$ cat config.mk
export PLATFORM = sky130hd
export DESIGN_NAME = contador_arriba_tc
export DESIGN_NICKNAME = d
export VERILOG_FILES = /design/src/rtl/contador_pkg.sv /design/src/rtl/contador_dp.sv /design/src/rtl/contador_arriba_tc.sv
export SDC_FILE = /design/constraint.sdc
export NUM_CORES = 1
export LEC_CHECK = 0
export CELL_PAD_IN_SITES_DETAIL_PLACEMENT = 0
export CELL_PAD_IN_SITES_GLOBAL_PLACEMENT = 1
export CORE_MARGIN = 1
export CORE_UTILIZATION = 32
export CTS_CLUSTER_DIAMETER = 200
export DETAILED_ROUTE_END_ITERATION = 8
export GPL_TIMING_DRIVEN = 0
export PLACE_DENSITY = 0.72
export SETUP_SLACK_MARGIN = 0.1
export SYNTH_ARGS = -nofsm -noshare
export SYNTH_HDL_FRONTEND = slang
export SYNTH_SLANG_ARGS = --single-unit
$ cat constraint.sdc
create_clock -name clk -period 1.61 [get_ports clk]
set_clock_uncertainty 0.2 [all_clocks]
set_input_delay 0.4025 -clock clk [delete_from_list [all_inputs] [get_ports clk]]
set_output_delay 0.4025 -clock clk [all_outputs]
set_load 0.005 [all_outputs]
$ cat src/rtl/contador_pkg.sv
// Shared types and defaults for the up-counter timer/sequencer.
package contador_pkg;

  localparam int BITS_DEF = 3;

  typedef enum logic [1:0] {
    IDLE  = 2'd0,
    COUNT = 2'd1,
    DONE  = 2'd2
  } st_e;

endpackage

$ cat src/rtl/contador_dp.sv
// Count/limit registers: load clears the count and latches the limit, inc advances
// the count, otherwise both hold.
module contador_dp
  import contador_pkg::*;
#(
  parameter int BITS = BITS_DEF
) (
  input  logic            clk,
  input  logic            rst,
  input  logic            load,
  input  logic            inc,
  input  logic [BITS-1:0] limit_in,
  output logic [BITS-1:0] cuenta,
  output logic            match
);

  logic [BITS-1:0] lim_q;

  // NOTE: sequential state uses non-blocking assignments so every register samples
  // pre-edge values regardless of block ordering.
  always_ff @(posedge clk or posedge rst) begin
    if (rst) begin
      cuenta <= '0;
      lim_q  <= '0;
    end else if (load) begin
      cuenta <= '0;
      lim_q  <= limit_in;
    end else if (inc) begin
      cuenta <= cuenta + 1'b1;
    end
  end

  assign match = (cuenta == lim_q);

endmodule

$ cat src/rtl/contador_arriba_tc.sv
// Up-counter with enable and latched terminal count, sequenced by an IDLE/COUNT/DONE
// FSM; busy and done are Moore outputs decoded from the state register.
module contador_arriba_tc
  import contador_pkg::*;
#(
  parameter int BITS = BITS_DEF
) (
  input  logic            clk,
  input  logic            rst,
  input  logic            EN,
  input  logic            start,
  input  logic [BITS-1:0] limit,
  output logic [BITS-1:0] cuenta,
  output logic            busy,
  output logic            done
);

  st_e  state_q, state_d;
  logic load, inc, match;

  // Terminal check precedes the increment, so a limit of all-ones never wraps.
  always_comb begin
    // NOTE: every signal gets a default before the case so no path infers a latch.
    state_d = state_q;
    load    = 1'b0;
    inc     = 1'b0;
    unique case (state_q)
      IDLE: begin
        if (start) begin
          load    = 1'b1;
          state_d = COUNT;
        end
      end
      COUNT: begin
        if (EN) begin
          if (match) state_d = DONE;
          else       inc     = 1'b1;
        end
      end
      DONE:    state_d = IDLE;
      default: state_d = IDLE;
    endcase
  end

  always_ff @(posedge clk or posedge rst) begin
    if (rst) state_q <= IDLE;
    else     state_q <= state_d;
  end

  contador_dp #(.BITS(BITS)) u_dp (
    .clk      (clk),
    .rst      (rst),
    .load     (load),
    .inc      (inc),
    .limit_in (limit),
    .cuenta   (cuenta),
    .match    (match)
  );

  assign busy = (state_q == COUNT);
  assign done = (state_q == DONE);

endmodule

Yosys cells after proc, flatten, opt, wreduce, memory -nomap -nowiden
Index checks and enable logic that the tools add are counted.
{ "classes": {"div_mod_pow": 0, "n_shift": 0, "muxes": 11, "multipliers": 0, "eq_ne": 6, "bitwise": 0, "n_addsub": 1, "order_cmp": 0, "reduce_logical": 3} }
{ "ops": {"columns": ["cell", "n"], "rows": [
  ["2-bit two-way mux", 3],
  ["3-bit two-way mux", 2],
  ["1-bit two-way mux", 5],
  ["2-bit inequality test (second input constant)", 2],
  ["2-bit case mux with 2 select lines", 1],
  ["3-bit by 1-bit adder with 3-bit output (second input constant)", 1],
  ["3-bit == test", 1],
  ["3-bit AND reduction", 1],
  ["2-bit by 1-bit == test with 1-bit output (second input constant)", 1],
  ["2-bit == test (second input constant)", 1],
  ["2-bit zero test", 1],
  ["2-bit by 1-bit inequality test with 1-bit output (second input constant)", 1],
  ["2-bit nonzero test", 1]
]} }
{ "totals": {"in_bits": 7, "n_memories": 0, "elab_cells": 24, "latch_bits": 0, "register_bits": 8, "rom_bits": 0, "ram_bits": 0} }

Depth between registers and ports, before layout
{ "logic_depth": {"word_depth": 6, "ltp_mapped": 4, "ltp_nobuf": 3} }

By module
A second synthesis with hierarchy kept.
{ "hier_totals": {"cells_unflattened": 32, "hier_area_um2": 391.6} }
{ "by_module_without_submodules": {"columns": ["module", "cells_each", "instances", "area_per_inst_um2"], "rows": [
  ["contador_dp", 22, 1, 280.3],
  ["contador_arriba_tc", 10, 1, 111.4]
]} }

Worst setup path before layout
Ideal clock, no wire load.
{ "synth_path": {"path_type": "register to register", "startpoint": "register u_dp.cuenta[1]", "endpoint": "register u_dp.cuenta[2]", "path_slack_ps": 191, "n_path_buf": 0, "period_less_slack_ps": 1419, "arrival_ps": 1139, "stages_incl_launch_ff": 4, "required_time_ps": 1331, "path_cell_list": "dfrtp_1 xor2_2 o311ai_1 mux2i_1"} }
{ "synth_via": {"elab_chain_cells": 5, "elab_cells_between_ends": 8, "cone_classes": "add/sub (1); eq/ne (1); mux (5); reduce/logical (1)"} }
{ "synth_rtl": {"columns": ["element", "line", "text"], "rows": [
  ["from (decl)", "contador_dp.sv:13", "output logic [BITS-1:0] cuenta,"],
  ["from (signal assigned)", "contador_dp.sv:29", "cuenta <= cuenta + 1'b1;"],
  ["3-bit == test", "contador_dp.sv:33", "assign match = (cuenta == lim_q);"],
  ["1-bit two-way mux", "contador_arriba_tc.sv:36", "if (match) state_d = DONE;"],
  ["1-bit two-way mux", "contador_arriba_tc.sv:35", "if (EN) begin"],
  ["1-bit two-way mux", "contador_arriba_tc.sv:27", "unique case (state_q)"],
  ["2-bit nonzero test (no line)", null, null]
]} }
Several ways; a longest one is shown, not always the timed one. The select of a mux whose other input is x is not followed.
A chain may end at the register's enable or synchronous reset.

Final worst setup path
{ "layout_path": {"startpoint": "register state_q[1]", "endpoint": "register u_dp.cuenta[0]"} }
{ "layout_via": {"elab_chain_cells": 3, "elab_cells_between_ends": 6, "cone_classes": "eq/ne (1); mux (3); reduce/logical (2)"} }
{ "layout_rtl": {"columns": ["element", "line", "text"], "rows": [
  ["from (decl)", "contador_arriba_tc.sv:18", "st_e state_q, state_d;"],
  ["from (signal assigned)", "contador_arriba_tc.sv:47", "else state_q <= state_d;"],
  ["2-bit by 1-bit == test with 1-bit output / 2-bit zero test (equally long branches)", "contador_arriba_tc.sv:27", null],
  ["1-bit two-way mux", "contador_arriba_tc.sv:27", null],
  ["2-bit nonzero test (no line) / 3-bit two-way mux (equally long branches)", null, null]
]} }
Several ways; a longest one is shown, not always the timed one.

==> impl_metrics.ini <==
[critical_path]
crit_path_end_kind = flop
crit_fanout = 7
r2r_slack_ns = 0.01
worst-r2r-cell-count = 6
r2r_start = state_q[1]
start_kind = flop
crit_required_ns = 1.52
crit_type = reg2reg
r2r-end = u_dp.cuenta[0]
cp.arrival_ns = 1.51

[power_and_ir_drop]
p_leak_nw = 0.3572
power.density_nw_per_um2 = 1943
ir_drop_v = 0.0009624

[global_route]
antenna_found_initial = 0
overflow = 0
grt_max_degree = 9
grt_pass1_wl_mm = 1.524
globalRouteTotalUtil = 0.1537
grt_pass1_vias = 363

[synth]
syn_area_per_cell_um2 = 10.16
syn_inst = 41
synth-seq-cells = 8
synth_nets = 49
syn_area_um2 = 416.7
yosysSeqAreaShare = 0.4805
synth_warnings = 0
yosysUniqueCellTypes = 16

[final_layout]
syn_to_final_growth_pct = 78.08
layout-drive-gt1-share = 0.4762
layout.nets = 73
final_common_cell = dfrtp_1
n_antenna_cell = 0
layout_common_cells = 8 x dfrtp_1, 7 x nand2_2, 6 x nand2_1

[timing]
rsz0062_at_grt = true
drv_slew = 0
fmax_mhz = 624.9
finalHoldViolations = 0
holdWs_ns = 0.2052
period_share = 0.9939
setup_slack_ns = 0.009827
fin_crit_ns = 1.600
setup_viol = 0
tightest_slew_ns = 0.3791
relSlewSlack = 0.7470

[clock_network]
clkTransAtPathRegs_ns = 0.05
hold_buffers = 0
cts_buffers = 3
ctsRootBufferMaster = clkbuf_4
insertion_delay_ns = 0.24
clockBufferDepth = 2
cts_max_level = 1
cts_tree = built
cts_sinks = 8

[drt]
drcViolationCount = 0
vias = 361
drtAntennaViolNets = 0
via_per_inst = 4.688
wirelength_um = 945
drt_pass1_iterations = 3
drtIter0Drc = 4
wl_per_cell_um = 12.27

[floorplan]
die-area_um2 = 1450
start_util = 0.3604
fp-row-count = 12
die_w_um = 38.09
die_h_um = 38.09
io_pins = 12
core_um2 = 1156

[placed_design]
gp_congestion = 0.7104
io_buffers = 11
dp_hpwl_um = 595.4
preCtsSetupSlack_ns = -0.3038

[min_path]
hold_class = in2async

[run]
cap_violations = 0

[outcome]
status = completed
[cell families after synthesis]
family / after synthesis / share of synthesized area
compound gates: 3 / 0.07207
mux: 3 / 0.07207
xor+xnor: 3 / 0.08110
flops: 8 / 0.4805
buf+inv: 4 / 0.03603
simple gates: 19 / 0.2282
fa+ha+maj: 1 / 0.03003
[worst max-delay path, cell delays in order (launching register included)]
cell     delay [ns]
dfrtp_1        0.39
buf_6          0.13
buf_6          0.11
or3b_4         0.37
buf_8          0.15
nand2_2        0.05
mux2i_1        0.07
[report_power, final]
group / total [mW] / internal [mW] / switching, mW
combinational: 0.911 / 0.466 / 0.445
clock: 0.142 / 0.0846 / 0.0578
sequential: 0.389 / 0.294 / 0.0950
total: 1.44 / 0.844 / 0.598
[how the worst max path moves through the flow]
stage                         startpoint        endpoint  depth (start not counted)
final                         state_q[1]  u_dp.cuenta[0]                          6
after global routing          state_q[1]  u_dp.cuenta[0]                          6
after CTS                     state_q[1]  u_dp.cuenta[0]                          6
after floorplan           u_dp.cuenta[1]  u_dp.cuenta[2]                          3
after global placement             start  u_dp.cuenta[2]                          5
after detailed placement           start  u_dp.cuenta[1]                          5
[what timing repair did]
item                                    4_1_cts  5_1_grt
pin swaps                                    12        4
setup buffers                                 7        1
endpoints found under the hold margin         0        0
resized for setup                            27       14
endpoints found under the setup margin       11       11
[routing by layer]
metal | wire length [µm] | share of wire | global-route usage | vias to the layer above
met4 | 0 | 0 | 0.08036 | 0
met3 | 41 | 0.043 | 0.02326 | 0
met2 | 474 | 0.50 | 0.2500 | 9
met1 | 429 | 0.45 | 0.1948 | 172
li1 | - | - | - | 180
met5 | 0 | 0 | 0 | -
[cell type report]
type                    instances  area (µm²)
fillers                       108       414.1
multi-input cells              29       301.5
flip-flops and latches          8       200.2
repair buffers                 19       173.9
clock buffers                   3       22.52
well taps                      14       17.52
plain buffers                   1       15.01
inverters                       3       11.26
[through the flow]
step / std cells / total power [mW] / utilization / area [µm²] / setup TNS [ns]
floorplan: 41 / 0.6858 / - / 416.7 / 0
global placement: 66 / 0.8542 / 0.4708 / 544.3 / -1.743
detailed placement: 66 / 0.8760 / 0.4708 / 544.3 / -1.924
CTS: 76 / 1.243 / 0.5779 / 668.1 / 0
global route: 77 / 1.548 / 0.6418 / 742.0 / -0.06433
finish: 77 / 1.442 / 0.6418 / 742.0 / 0
[Yosys cell counts]
master / instances / area [µm²]
dfrtp_1: 8 / 200.2
xor2_1: 2 / 17.52
nand2_1: 13 / 48.80
nor4b_1: 1 / 8.760
o31ai_2: 1 / 12.51
o41ai_1: 1 / 8.760
nor3b_1: 1 / 7.510
ha_1: 1 / 12.51
inv_1: 3 / 11.26
clkbuf_1: 1 / 3.750
or3b_1: 1 / 8.760
xor2_2: 1 / 16.27
nor2b_1: 2 / 12.51
and3b_1: 1 / 8.760
o311ai_1: 1 / 8.760
mux2i_1: 3 / 30.03
[flip-flops by register name, summed over array words and instances, names as in the netlist]
signal and count:
state_q 2, u_dp.lim_q 3, u_dp.cuenta 3
Note: power is estimated with default switching activity, not from simulation.
==> patch, RTL diff (config.mk and constraints unchanged) <==
The package constant `BITS_DEF` goes from 3 to 5.
--- a/src/rtl/contador_pkg.sv
+++ b/src/rtl/contador_pkg.sv
@@ -1,7 +1,7 @@
 // Shared types and defaults for the up-counter timer/sequencer.
 package contador_pkg;
 
-  localparam int BITS_DEF = 3;
+  localparam int BITS_DEF = 5;
 
   typedef enum logic [1:0] {
     IDLE  = 2'd0,
Ports: changed (resized cuenta and limit); port bits go from 12 to 16. No check against the original RTL was run, so the function may have changed too.
==> patch against the unedited design <==
  * The run now ends with setup timing left
  * Area after synthesis rose by 51%
  * Critical path depth fell by 1
  * Sequential share of layout area rose by 0.85 points
  * Worst setup slack got worse by 0.14 ns
  * Non-clock buffer count rose by 16
  * Die area rose by 48%
  * Sequential cell count rose by 4
  * Design area rose by 46%
  * Combinational power rose by 35%
  * Sequential power rose by 46%
  * Routed wire length rose by 66%
  * Total power rose by 42%
  * Critical endpoint is now u_dp.cuenta[2]
==> patch: results (changes against the unedited design) <==
<table>
<tr><th>Metric</th><th>Value</th></tr>
<tr><th colspan="2">CTS</th></tr>
<tr><td>Number of buffers added for setup after CTS</td><td>18 (+11)</td></tr>
<tr><td>Number of gates given a new drive strength after cts</td><td>51 (+89%)</td></tr>
<tr><td>Clock latency at the later pin of the worst-skew pair</td><td>0.27 ns (+0.03 ns)</td></tr>
<tr><td>Clock slew at reported path FFs</td><td>0.08 ns (+0.03 ns)</td></tr>
<tr><th colspan="2">Synthesis</th></tr>
<tr><td>Number of distinct library cell variants in the gate-level netlist after synthesis</td><td>21 (+5)</td></tr>
<tr><td>Sequential share of the synthesized area</td><td>47.71% (-0.33 points)</td></tr>
<tr><td>Syn nets</td><td>60 (+22%)</td></tr>
<tr><td>Synthesized instance count</td><td>50 (+22%)</td></tr>
<tr><th colspan="2">Placement</th></tr>
<tr><td>Cell area after placement</td><td>810.8 um^2 (+49%)</td></tr>
<tr><td>DP Wirelength</td><td>800.8 um (+34%)</td></tr>
<tr><td>Final estimated routing congestion in global placement</td><td>0.6822 (-4.0%)</td></tr>
<tr><td>Total placed cells including tap cells</td><td>90 (+36%)</td></tr>
<tr><td>Number of port buffers</td><td>15 (+4)</td></tr>
<tr><th colspan="2">Routing</th></tr>
<tr><td>Met2 WL</td><td>835 um (+76%)</td></tr>
<tr><td>Routed wire length per instance</td><td>13.60 um (+11%)</td></tr>
<tr><td>M1 WL</td><td>668 um (+56%)</td></tr>
<tr><td>Initial DRC count</td><td>6 (+2)</td></tr>
<tr><td>Length of the first detailed-routing pass in iterations</td><td>2 (-1)</td></tr>
<tr><td>Mean number of vias per cell</td><td>4.565 (-2.6%)</td></tr>
<tr><th colspan="2">Timing</th></tr>
<tr><td>Setup slack of the critical path after layout</td><td>-0.1311 ns (-0.1409 ns)</td></tr>
<tr><td>Sum of negative setup slack</td><td>-0.9054 ns (-0.9054 ns)</td></tr>
<tr><td>Final setup viols</td><td>12 (+12)</td></tr>
<tr><th colspan="2">Layout</th></tr>
<tr><td>Final #Nets</td><td>101 (+38%)</td></tr>
<tr><td>Largest registers in the final layout</td><td>u_dp.cuenta (5), u_dp.lim_q (5), state_q (2)</td></tr>
<tr><td>Number of non-filler instances in the completed layout</td><td>115 (+49%)</td></tr>
<tr><th colspan="2">Run status</th></tr>
<tr><td>Violated checks</td><td>setup timing</td></tr>
<tr><td>Result of the run</td><td>finished with violations</td></tr>
<tr><th colspan="2">Pwr</th></tr>
<tr><td>Net switching component of the power</td><td>0.7288 mW (+22%)</td></tr>
<tr><td>LEAKAGE</td><td>0.5183 nW (+45%)</td></tr>
<tr><th colspan="2">GRT</th></tr>
<tr><td>Vias in the first global route</td><td>530 (+46%)</td></tr>
<tr><td>Global-route usage over all layers</td><td>17.64% (+2.3 points)</td></tr>
<tr><td>Pin count of the biggest net entering global routing</td><td>13 (+4)</td></tr>
<tr><th colspan="2">Critical path</th></tr>
<tr><td>Maximum fanout along the worst path</td><td>4 (-3)</td></tr>
<tr><td>Data arrival time at the worst-slack endpoint</td><td>1.70 ns (+0.19 ns)</td></tr>
</table>
[patch: layer usage]
layer  global-route usage (%)  vias to the layer above
li1                         -                      256
met1                    21.95                      260
met2                    28.33                        9
met3                    6.275                        0
met4                    5.294                        0
met5                        0                        -
[patch: power groups by stage]
stage | clock network [mW] | registers (mW) | logic, mW
after global routing | 0.264 | 0.586 | 1.35
after floorplan | 0 | 0.561 | 0.482
final | 0.241 | 0.568 | 1.23
after detailed placement | 0 | 0.583 | 0.705
after CTS | 0.248 | 0.560 | 1.15
after global placement | 0 | 0.580 | 0.696
[patch: worst max-delay path: stages (launching register included)]
cell and delay, ns:
dfrtp_1 0.42, buf_6 0.13, nor3b_4 0.28, nor2_1 0.07
a21o_1 0.21, a221o_1 0.32
[patch: layout make-up]
class                      count  area (um^2)
fill                         158        699.4
inverter                       1        3.754
timing repair buffer          36        324.1
sequential                    12        301.5
clock buffer                   4        36.28
multi-input combinational     37        386.6
tap                           25        31.28
[patch: path summary, 6_finish.rpt]
path,startpoint,end,slack [ns],cells past startpoint
setup / recovery,state_q[1],u_dp.cuenta[2],-0.13,5
max in group asynchronous,rst,u_dp.cuenta[2],0.62,2
setup reg to reg,state_q[1],u_dp.cuenta[2],-0.13,5
min in group clk,u_dp.lim_q[1],u_dp.lim_q[1],0.34,1
hold reg to reg,u_dp.lim_q[1],u_dp.lim_q[1],0.34,1
hold / removal,rst,u_dp.lim_q[3],0.24,2
[patch: logic make-up (layout without fill, tap and decap cells)]
group / count (synthesis) / count (layout) / share of synthesized area, %
AOI/OAI and AO/OA: 7 / 7 / 9.543
DFF: 12 / 12 / 47.71
adders and majority gates: 1 / 1 / 1.988
muxes: 7 / 7 / 12.53
and+or+nand+nor: 15 / 15 / 17.89
buffers and inverters: 1 / 41 / 0.5958
xor gates and xnor gates: 7 / 7 / 9.742
